<file path="src/rtl/alu_pkg.sv">
// Shared definitions for the ALU sequencer: op codes, FSM states and the
// multi-pass microsequence constants.
package alu_pkg;

  typedef enum logic [2:0] {
    OP_ADD     = 3'b000,
    OP_SUB     = 3'b001,
    OP_AND     = 3'b010,
    OP_OR      = 3'b011,
    OP_SRL     = 3'b100,
    OP_SRA     = 3'b101,
    OP_ABSDIFF = 3'b110,
    OP_NOR     = 3'b111
  } op_e;

  typedef enum logic [1:0] {
    S_IDLE = 2'd0,
    S_EXEC = 2'd1,
    S_DONE = 2'd2
  } state_e;

  localparam int NOR_PASSES = 3;

  // ALUOp driven on the first pass of each request.
  function automatic logic [2:0] first_pass_op(input op_e op);
    case (op)
      OP_ABSDIFF: first_pass_op = OP_SUB;
      OP_NOR:     first_pass_op = OP_OR;
      default:    first_pass_op = op;
    endcase
  endfunction

endpackage

</file>
<file path="src/rtl/alu_sequencer_if.sv">
// Request, ALU and result signals of the ALU sequencer. The slave modport is
// the sequencer; the master modport is the requester/ALU/consumer side.
interface alu_sequencer_if #(
  parameter int TAG_W = 4,
  parameter int CNT_W = 16
) ();
  logic             in_valid;
  logic             in_ready;
  logic [31:0]      in_a;
  logic [31:0]      in_b;
  logic [2:0]       in_op;
  logic [TAG_W-1:0] in_tag;
  logic [31:0]      alu_a;
  logic [31:0]      alu_b;
  logic [2:0]       alu_op;
  logic [31:0]      alu_c;
  logic             res_valid;
  logic             res_ready;
  logic [31:0]      res_data;
  logic [TAG_W-1:0] res_tag;
  logic [CNT_W-1:0] done_count;

  modport slave (
    input  in_valid, in_a, in_b, in_op, in_tag, alu_c, res_ready,
    output in_ready, alu_a, alu_b, alu_op, res_valid, res_data, res_tag, done_count
  );

  modport master (
    output in_valid, in_a, in_b, in_op, in_tag, alu_c, res_ready,
    input  in_ready, alu_a, alu_b, alu_op, res_valid, res_data, res_tag, done_count
  );
endinterface

</file>
<file path="src/rtl/alu_sequencer.sv">
// Drives an external combinational ALU one pass per cycle, building ABSDIFF
// and NOR out of SUB/OR passes, and returns tagged results.
module alu_sequencer
  import alu_pkg::*;
#(
  parameter int TAG_W = 4,
  parameter int CNT_W = 16
) (
  input  logic clk,
  input  logic reset,
  alu_sequencer_if.slave bus
);

  state_e           state_q, state_d;
  op_e              op_q, op_d;
  logic [TAG_W-1:0] tag_q, tag_d;
  logic [1:0]       pass_q, pass_d;
  logic [31:0]      t_q, t_d;
  logic [31:0]      alu_a_q, alu_a_d;
  logic [31:0]      alu_b_q, alu_b_d;
  logic [2:0]       alu_op_q, alu_op_d;
  logic [31:0]      res_data_q, res_data_d;
  logic [TAG_W-1:0] res_tag_q, res_tag_d;
  logic [CNT_W-1:0] cnt_q, cnt_d;
  logic             last_pass;
  logic             nor_final;

  assign bus.in_ready   = (state_q == S_IDLE);
  assign bus.res_valid  = (state_q == S_DONE);
  assign bus.alu_a      = alu_a_q;
  assign bus.alu_b      = alu_b_q;
  assign bus.alu_op     = alu_op_q;
  assign bus.res_data   = res_data_q;
  assign bus.res_tag    = res_tag_q;
  assign bus.done_count = cnt_q;

  // ABSDIFF stops after the subtraction unless it came out negative.
  always_comb begin
    case (op_q)
      OP_ABSDIFF: last_pass = (pass_q == 2'd1) || !bus.alu_c[31];
      OP_NOR:     last_pass = (pass_q == 2'(NOR_PASSES - 1));
      default:    last_pass = 1'b1;
    endcase
  end

  assign nor_final = (op_q == OP_NOR) && (pass_q == 2'd1);

  always_comb begin
    state_d    = state_q;
    op_d       = op_q;
    tag_d      = tag_q;
    pass_d     = pass_q;
    t_d        = t_q;
    alu_a_d    = alu_a_q;
    alu_b_d    = alu_b_q;
    alu_op_d   = alu_op_q;
    res_data_d = res_data_q;
    res_tag_d  = res_tag_q;
    cnt_d      = cnt_q;
    case (state_q)
      S_IDLE: begin
        if (bus.in_valid) begin
          op_d     = op_e'(bus.in_op);
          tag_d    = bus.in_tag;
          pass_d   = 2'd0;
          alu_a_d  = bus.in_a;
          alu_b_d  = bus.in_b;
          alu_op_d = first_pass_op(op_e'(bus.in_op));
          state_d  = S_EXEC;
        end
      end
      S_EXEC: begin
        t_d = bus.alu_c;
        if (last_pass) begin
          res_data_d = bus.alu_c;
          res_tag_d  = tag_q;
          state_d    = S_DONE;
        end else begin
          // Follow-on passes: negate (0 - t), then for NOR subtract one (t - 1).
          pass_d   = 2'(pass_q + 2'd1);
          alu_op_d = OP_SUB;
          alu_a_d  = nor_final ? bus.alu_c : 32'd0;
          alu_b_d  = nor_final ? 32'd1 : bus.alu_c;
        end
      end
      S_DONE: begin
        if (bus.res_ready) begin
          cnt_d   = cnt_q + 1'b1;
          state_d = S_IDLE;
        end
      end
      default: state_d = S_IDLE;
    endcase
  end

  always_ff @(posedge clk) begin
    if (!reset) begin
      state_q    <= S_IDLE;
      op_q       <= OP_ADD;
      tag_q      <= '0;
      pass_q     <= '0;
      t_q        <= '0;
      alu_a_q    <= '0;
      alu_b_q    <= '0;
      alu_op_q   <= '0;
      res_data_q <= '0;
      res_tag_q  <= '0;
      cnt_q      <= '0;
    end else begin
      state_q    <= state_d;
      op_q       <= op_d;
      tag_q      <= tag_d;
      pass_q     <= pass_d;
      t_q        <= t_d;
      alu_a_q    <= alu_a_d;
      alu_b_q    <= alu_b_d;
      alu_op_q   <= alu_op_d;
      res_data_q <= res_data_d;
      res_tag_q  <= res_tag_d;
      cnt_q      <= cnt_d;
    end
  end

endmodule

</file>
<file path="src/flat_wrapper.sv">
// flat-port wrapper written by rule: the top's interface ports become plain ports
module alu_sequencer_flat import alu_pkg::*;
#(
  parameter int TAG_W = 4,
  parameter int CNT_W = 16
)
  (clk, reset, bus_in_valid, bus_in_a, bus_in_b, bus_in_op, bus_in_tag, bus_alu_c, bus_res_ready, bus_in_ready, bus_alu_a, bus_alu_b, bus_alu_op, bus_res_valid, bus_res_data, bus_res_tag, bus_done_count);
  alu_sequencer_if #(.TAG_W(TAG_W), .CNT_W(CNT_W)) bus_i ();
  input  logic clk;
  input  logic reset;
  input wire logic [$bits(bus_i.in_valid)-1:0] bus_in_valid;
  input wire logic [$bits(bus_i.in_a)-1:0] bus_in_a;
  input wire logic [$bits(bus_i.in_b)-1:0] bus_in_b;
  input wire logic [$bits(bus_i.in_op)-1:0] bus_in_op;
  input wire logic [$bits(bus_i.in_tag)-1:0] bus_in_tag;
  input wire logic [$bits(bus_i.alu_c)-1:0] bus_alu_c;
  input wire logic [$bits(bus_i.res_ready)-1:0] bus_res_ready;
  output wire logic [$bits(bus_i.in_ready)-1:0] bus_in_ready;
  output wire logic [$bits(bus_i.alu_a)-1:0] bus_alu_a;
  output wire logic [$bits(bus_i.alu_b)-1:0] bus_alu_b;
  output wire logic [$bits(bus_i.alu_op)-1:0] bus_alu_op;
  output wire logic [$bits(bus_i.res_valid)-1:0] bus_res_valid;
  output wire logic [$bits(bus_i.res_data)-1:0] bus_res_data;
  output wire logic [$bits(bus_i.res_tag)-1:0] bus_res_tag;
  output wire logic [$bits(bus_i.done_count)-1:0] bus_done_count;
  assign bus_i.in_valid = bus_in_valid;
  assign bus_i.in_a = bus_in_a;
  assign bus_i.in_b = bus_in_b;
  assign bus_i.in_op = bus_in_op;
  assign bus_i.in_tag = bus_in_tag;
  assign bus_i.alu_c = bus_alu_c;
  assign bus_i.res_ready = bus_res_ready;
  assign bus_in_ready = bus_i.in_ready;
  assign bus_alu_a = bus_i.alu_a;
  assign bus_alu_b = bus_i.alu_b;
  assign bus_alu_op = bus_i.alu_op;
  assign bus_res_valid = bus_i.res_valid;
  assign bus_res_data = bus_i.res_data;
  assign bus_res_tag = bus_i.res_tag;
  assign bus_done_count = bus_i.done_count;
  alu_sequencer #(.TAG_W(TAG_W), .CNT_W(CNT_W)) u_core (.clk(clk), .reset(reset), .bus(bus_i));
endmodule
</file>
<file path="config.mk">
export PLATFORM = sky130hd
export DESIGN_NAME = alu_sequencer_flat
export DESIGN_NICKNAME = d
export VERILOG_FILES = /design/src/rtl/alu_pkg.sv /design/src/rtl/alu_sequencer_if.sv /design/src/rtl/alu_sequencer.sv /design/src/flat_wrapper.sv
export SDC_FILE = /design/constraint.sdc
export NUM_CORES = 1
export LEC_CHECK = 0
export BUFFER_PORTS_ARGS = -buffer_cell sky130_fd_sc_hd__buf_2
export CAP_MARGIN = 20
export CORE_MARGIN = 2
export CORE_UTILIZATION = 53
export DETAILED_ROUTE_END_ITERATION = 8
export PLACE_DENSITY = 0.9
export SETUP_SLACK_MARGIN = 0.5
export SLEW_MARGIN = 25
export SYNTH_ARGS = -nofsm -noshare
export SYNTH_HDL_FRONTEND = slang
export SYNTH_SLANG_ARGS = --single-unit
</file>
<file path="constraint.sdc">
create_clock -name clk -period 5.12 [get_ports clk]
set_input_delay 0.256 -clock clk [delete_from_list [all_inputs] [get_ports clk]]
set_output_delay 0.256 -clock clk [all_outputs]
set_load 0.005 [all_outputs]
</file>
==> impl_metrics.csv <==
group,metric,value,unit
clock_tree,clock_latency,0.51,ns
critical_path,criticalPathCategory,"register to register",
clock_tree,cts.clk_slew.worst_paths,0.06,ns
grt,grt_max_degree,106,
power_and_ir_drop,p_total,2.74,mW
timing,fmax,402,MHz
grt,overflow,0,
yosys,syn-instance-count,681,
placement,portBuffers,227,
yosys,ys_top_cells_by_area,"dfxtp_1, a211oi_2, nand2_1, mux2i_1, nor3_1",
route,drt-wirelength-per-cell,16.6,um
final_layout,antenna_cells,0,
final_layout,final_common_cell,"buf_2",
timing,final_hold_viol_count,0,
clock_tree,cts_setup_buffers,0,
power_and_ir_drop,cellPowerDensity,351,mW/mm2
yosys,async_flop_share,0,
route,vias_per_cell,5.64,
floorplanning,coreArea,0.0109,mm2
critical_path,cp_slowest_stage_delay,0.69,ns
timing,fin_skew,0.0121,ns
yosys,synth_seq_cells,130,
hold_path,worstHoldPathType,"primary input to register",
floorplanning,io_pins,228,
timing,period_minus_slack,2.49,ns
final_layout,areaGrowthSynthToFinish,31.2,%
clock_tree,clock-sinks,130,
status,run_status,"finished clean",
timing,slew_violations,0,
yosys,synth_top_cell_by_area,"dfxtp_1",
yosys,syn-num-nets,791,
floorplanning,die_h,110,um
critical_path,endpoint_kind,"register",
clock_tree,cts_tree,"done",
grt,antenna_found_initial,0,
power_and_ir_drop,ir_worst_vdd,0.000225,V
grt,grt_pass1_wl,26800,um
clock_tree,holdBufCountCts,16,
critical_path,worstPathMaxFanout,72,
yosys,ys_types,42,
route,drt_pass1_iterations,5,
grt,grtUsageTotal,0.280,
critical_path,path_cells,"inv_1 -> ha_1 -> or3b_1 -> a211oi_4 -> buf_4 -> nor3_1 -> a211oi_2",
critical_path,cp.arrival,2.92,ns
yosys,synth_ff_type,"dfxtp_1",
power_and_ir_drop,leakage,3.40,nW
clock_tree,max-clock-path-buffers,2,
route,ant_nets,0,
yosys,synth_edf_count,0,
clock_tree,htree_levels,4,
yosys,seq_area_frac_synth,0.437,
placement,hpwl,11000,um
final_layout,drive_gt1_frac,0.365,
yosys,synth_top_area_frac,0.437,
yosys,synth.yosys.warnings,0,
timing,tightest_slew,0.961,ns
route,post-route-drc-count,0,
critical_path,crit_path_start_kind,"register",
job,cap_violations,0,
route,via_count,5889,
timing,slew_headroom,0.359,
timing,min_period_over_period,0.486,
yosys,syn_area,0.00595,mm2
final_layout,nNetsFinal,1003,
placement,gp_congestion,0.846,
critical_path,cp_slowest_cell,"buf_4",
clock_tree,cts_root_buf,"clkbuf_8",
timing,finalSetupViolations,0,
route,wl,17400,um
timing,fin_setup_tns,0,ns
timing,rsz0062_at_grt,"no",
yosys,postSynthAreaPerCell,8.74,um2
clock_tree,post_cts_resized,0,
critical_path,crit_required,5.55,ns
floorplanning,start_util,0.547,
final_layout,most-common-layout-cells,"buf_2, nand2_1, dfxtp_1, nor3_1, o21ai_0",
floorplanning,dieWidth,110,um
floorplanning,placementRows,38,
floorplanning,dieArea,0.0121,mm2
grt,grt_pass1_vias,5552,
clock_tree,cts_made_buffers,17,
route,drt_iter0_drc,371,
final_layout,fillers,800,
layout make-up:
class | instances | area [um2] | area share
Multi-Input combinational cell | 487 | 3040 | 0.389
Sequential cell | 130 | 2600 | 0.333
Timing Repair Buffer | 251 | 1360 | 0.174
Clock buffer | 18 | 428 | 0.0548
Clock inverter | 13 | 185 | 0.0237
Tap cell | 140 | 175 | 0.0224
Inverter | 6 | 22.5 | 0.00288
per-stage QoR:
| stage | cell area, um2 | instances | hold slack (ns) | utilization | setup slack (ns) |
|---|---|---|---|---|---|
| finish | 7810 | 1045 | 0.0225 | 0.717 | 2.63 |
| global route | 7810 | 1045 | 0.00117 | 0.717 | 2.42 |
| floorplan | 5950 | 681 | 0.392 | - | 3.27 |
| CTS | 7810 | 1045 | 0.000481 | 0.717 | 2.65 |
| detailed placement | 7040 | 998 | 0.443 | 0.646 | 2.68 |
| global placement | 7040 | 998 | 0.438 | 0.646 | 2.77 |
where the power goes:
| part | internal [mW] | total (mW) | switching [mW] |
|---|---|---|---|
| Sequential | 1.08 | 1.12 | 0.0394 |
| Combinational | 0.158 | 0.354 | 0.196 |
| Clock | 0.801 | 1.27 | 0.465 |
cells in the mapped netlist, types with 7 or more instances:
master    instances
buf_4             7
o21ai_0          65
clkbuf_1         36
buf_6             7
a21oi_1          13
dfxtp_1         130
nor3_1           66
a211oi_2         58
nand2_1         164
mux2i_1          38
nand3_1           7
nor2_1           15
worst max-delay path: cells and delay by family, from the launching register on:
family / cells / cell delay [ns]
AO/OA/AOI/OAI: 2 / 0.47
adder cells (fa/ha/maj): 1 / 0.20
buffers and inverters: 2 / 0.74
flip-flops: 1 / 0.33
AND/OR/NAND/NOR: 2 / 0.59
flip-flops by register name, summed over array words and instances (netlist names):
name                   cells
u_core.bus.done_count     16
u_core.bus.alu_op          3
u_core.state_q             2
u_core.bus.res_tag         4
u_core.op_q                3
u_core.tag_q               4
u_core.bus.alu_a          32
u_core.pass_q              2
u_core.bus.res_data       32
u_core.bus.alu_b          32
per-layer routing:
metal | global-route usage | vias to the layer above | wire [um]
met1 | 0.333 | 2786 | 6910
met3 | 0.0870 | 44 | 1450
li1 | - | 2808 | -
met2 | 0.469 | 251 | 8590
met4 | 0.117 | 0 | 414
met5 | 0 | - | 0
kinds of logic (layout without fill, tap and decap cells):
kind of cell    after synthesis  count (layout)  synth area share
xor+xnor                     10              10            0.0147
flops                       130             130             0.437
simple gates                281             281             0.211
fa+ha+maj                     3               3           0.00631
mux                          38              38            0.0639
buf+inv                      64             288            0.0549
compound gates              155             155             0.212
worst paths after layout:
kind / from / to / slack (ns) / cells past startpoint
max reg2reg: u_core.pass_q[1] / u_core.bus.alu_b[13] / 2.63 / 7
max: u_core.pass_q[1] / u_core.bus.alu_b[13] / 2.63 / 7
min reg2reg: u_core.bus.res_data[1] / u_core.bus.res_data[1] / 0.45 / 2
min: bus_alu_c[24] / u_core.bus.res_data[24] / 0.02 / 3
No activity file was read; power rests on OpenSTA's default activity.
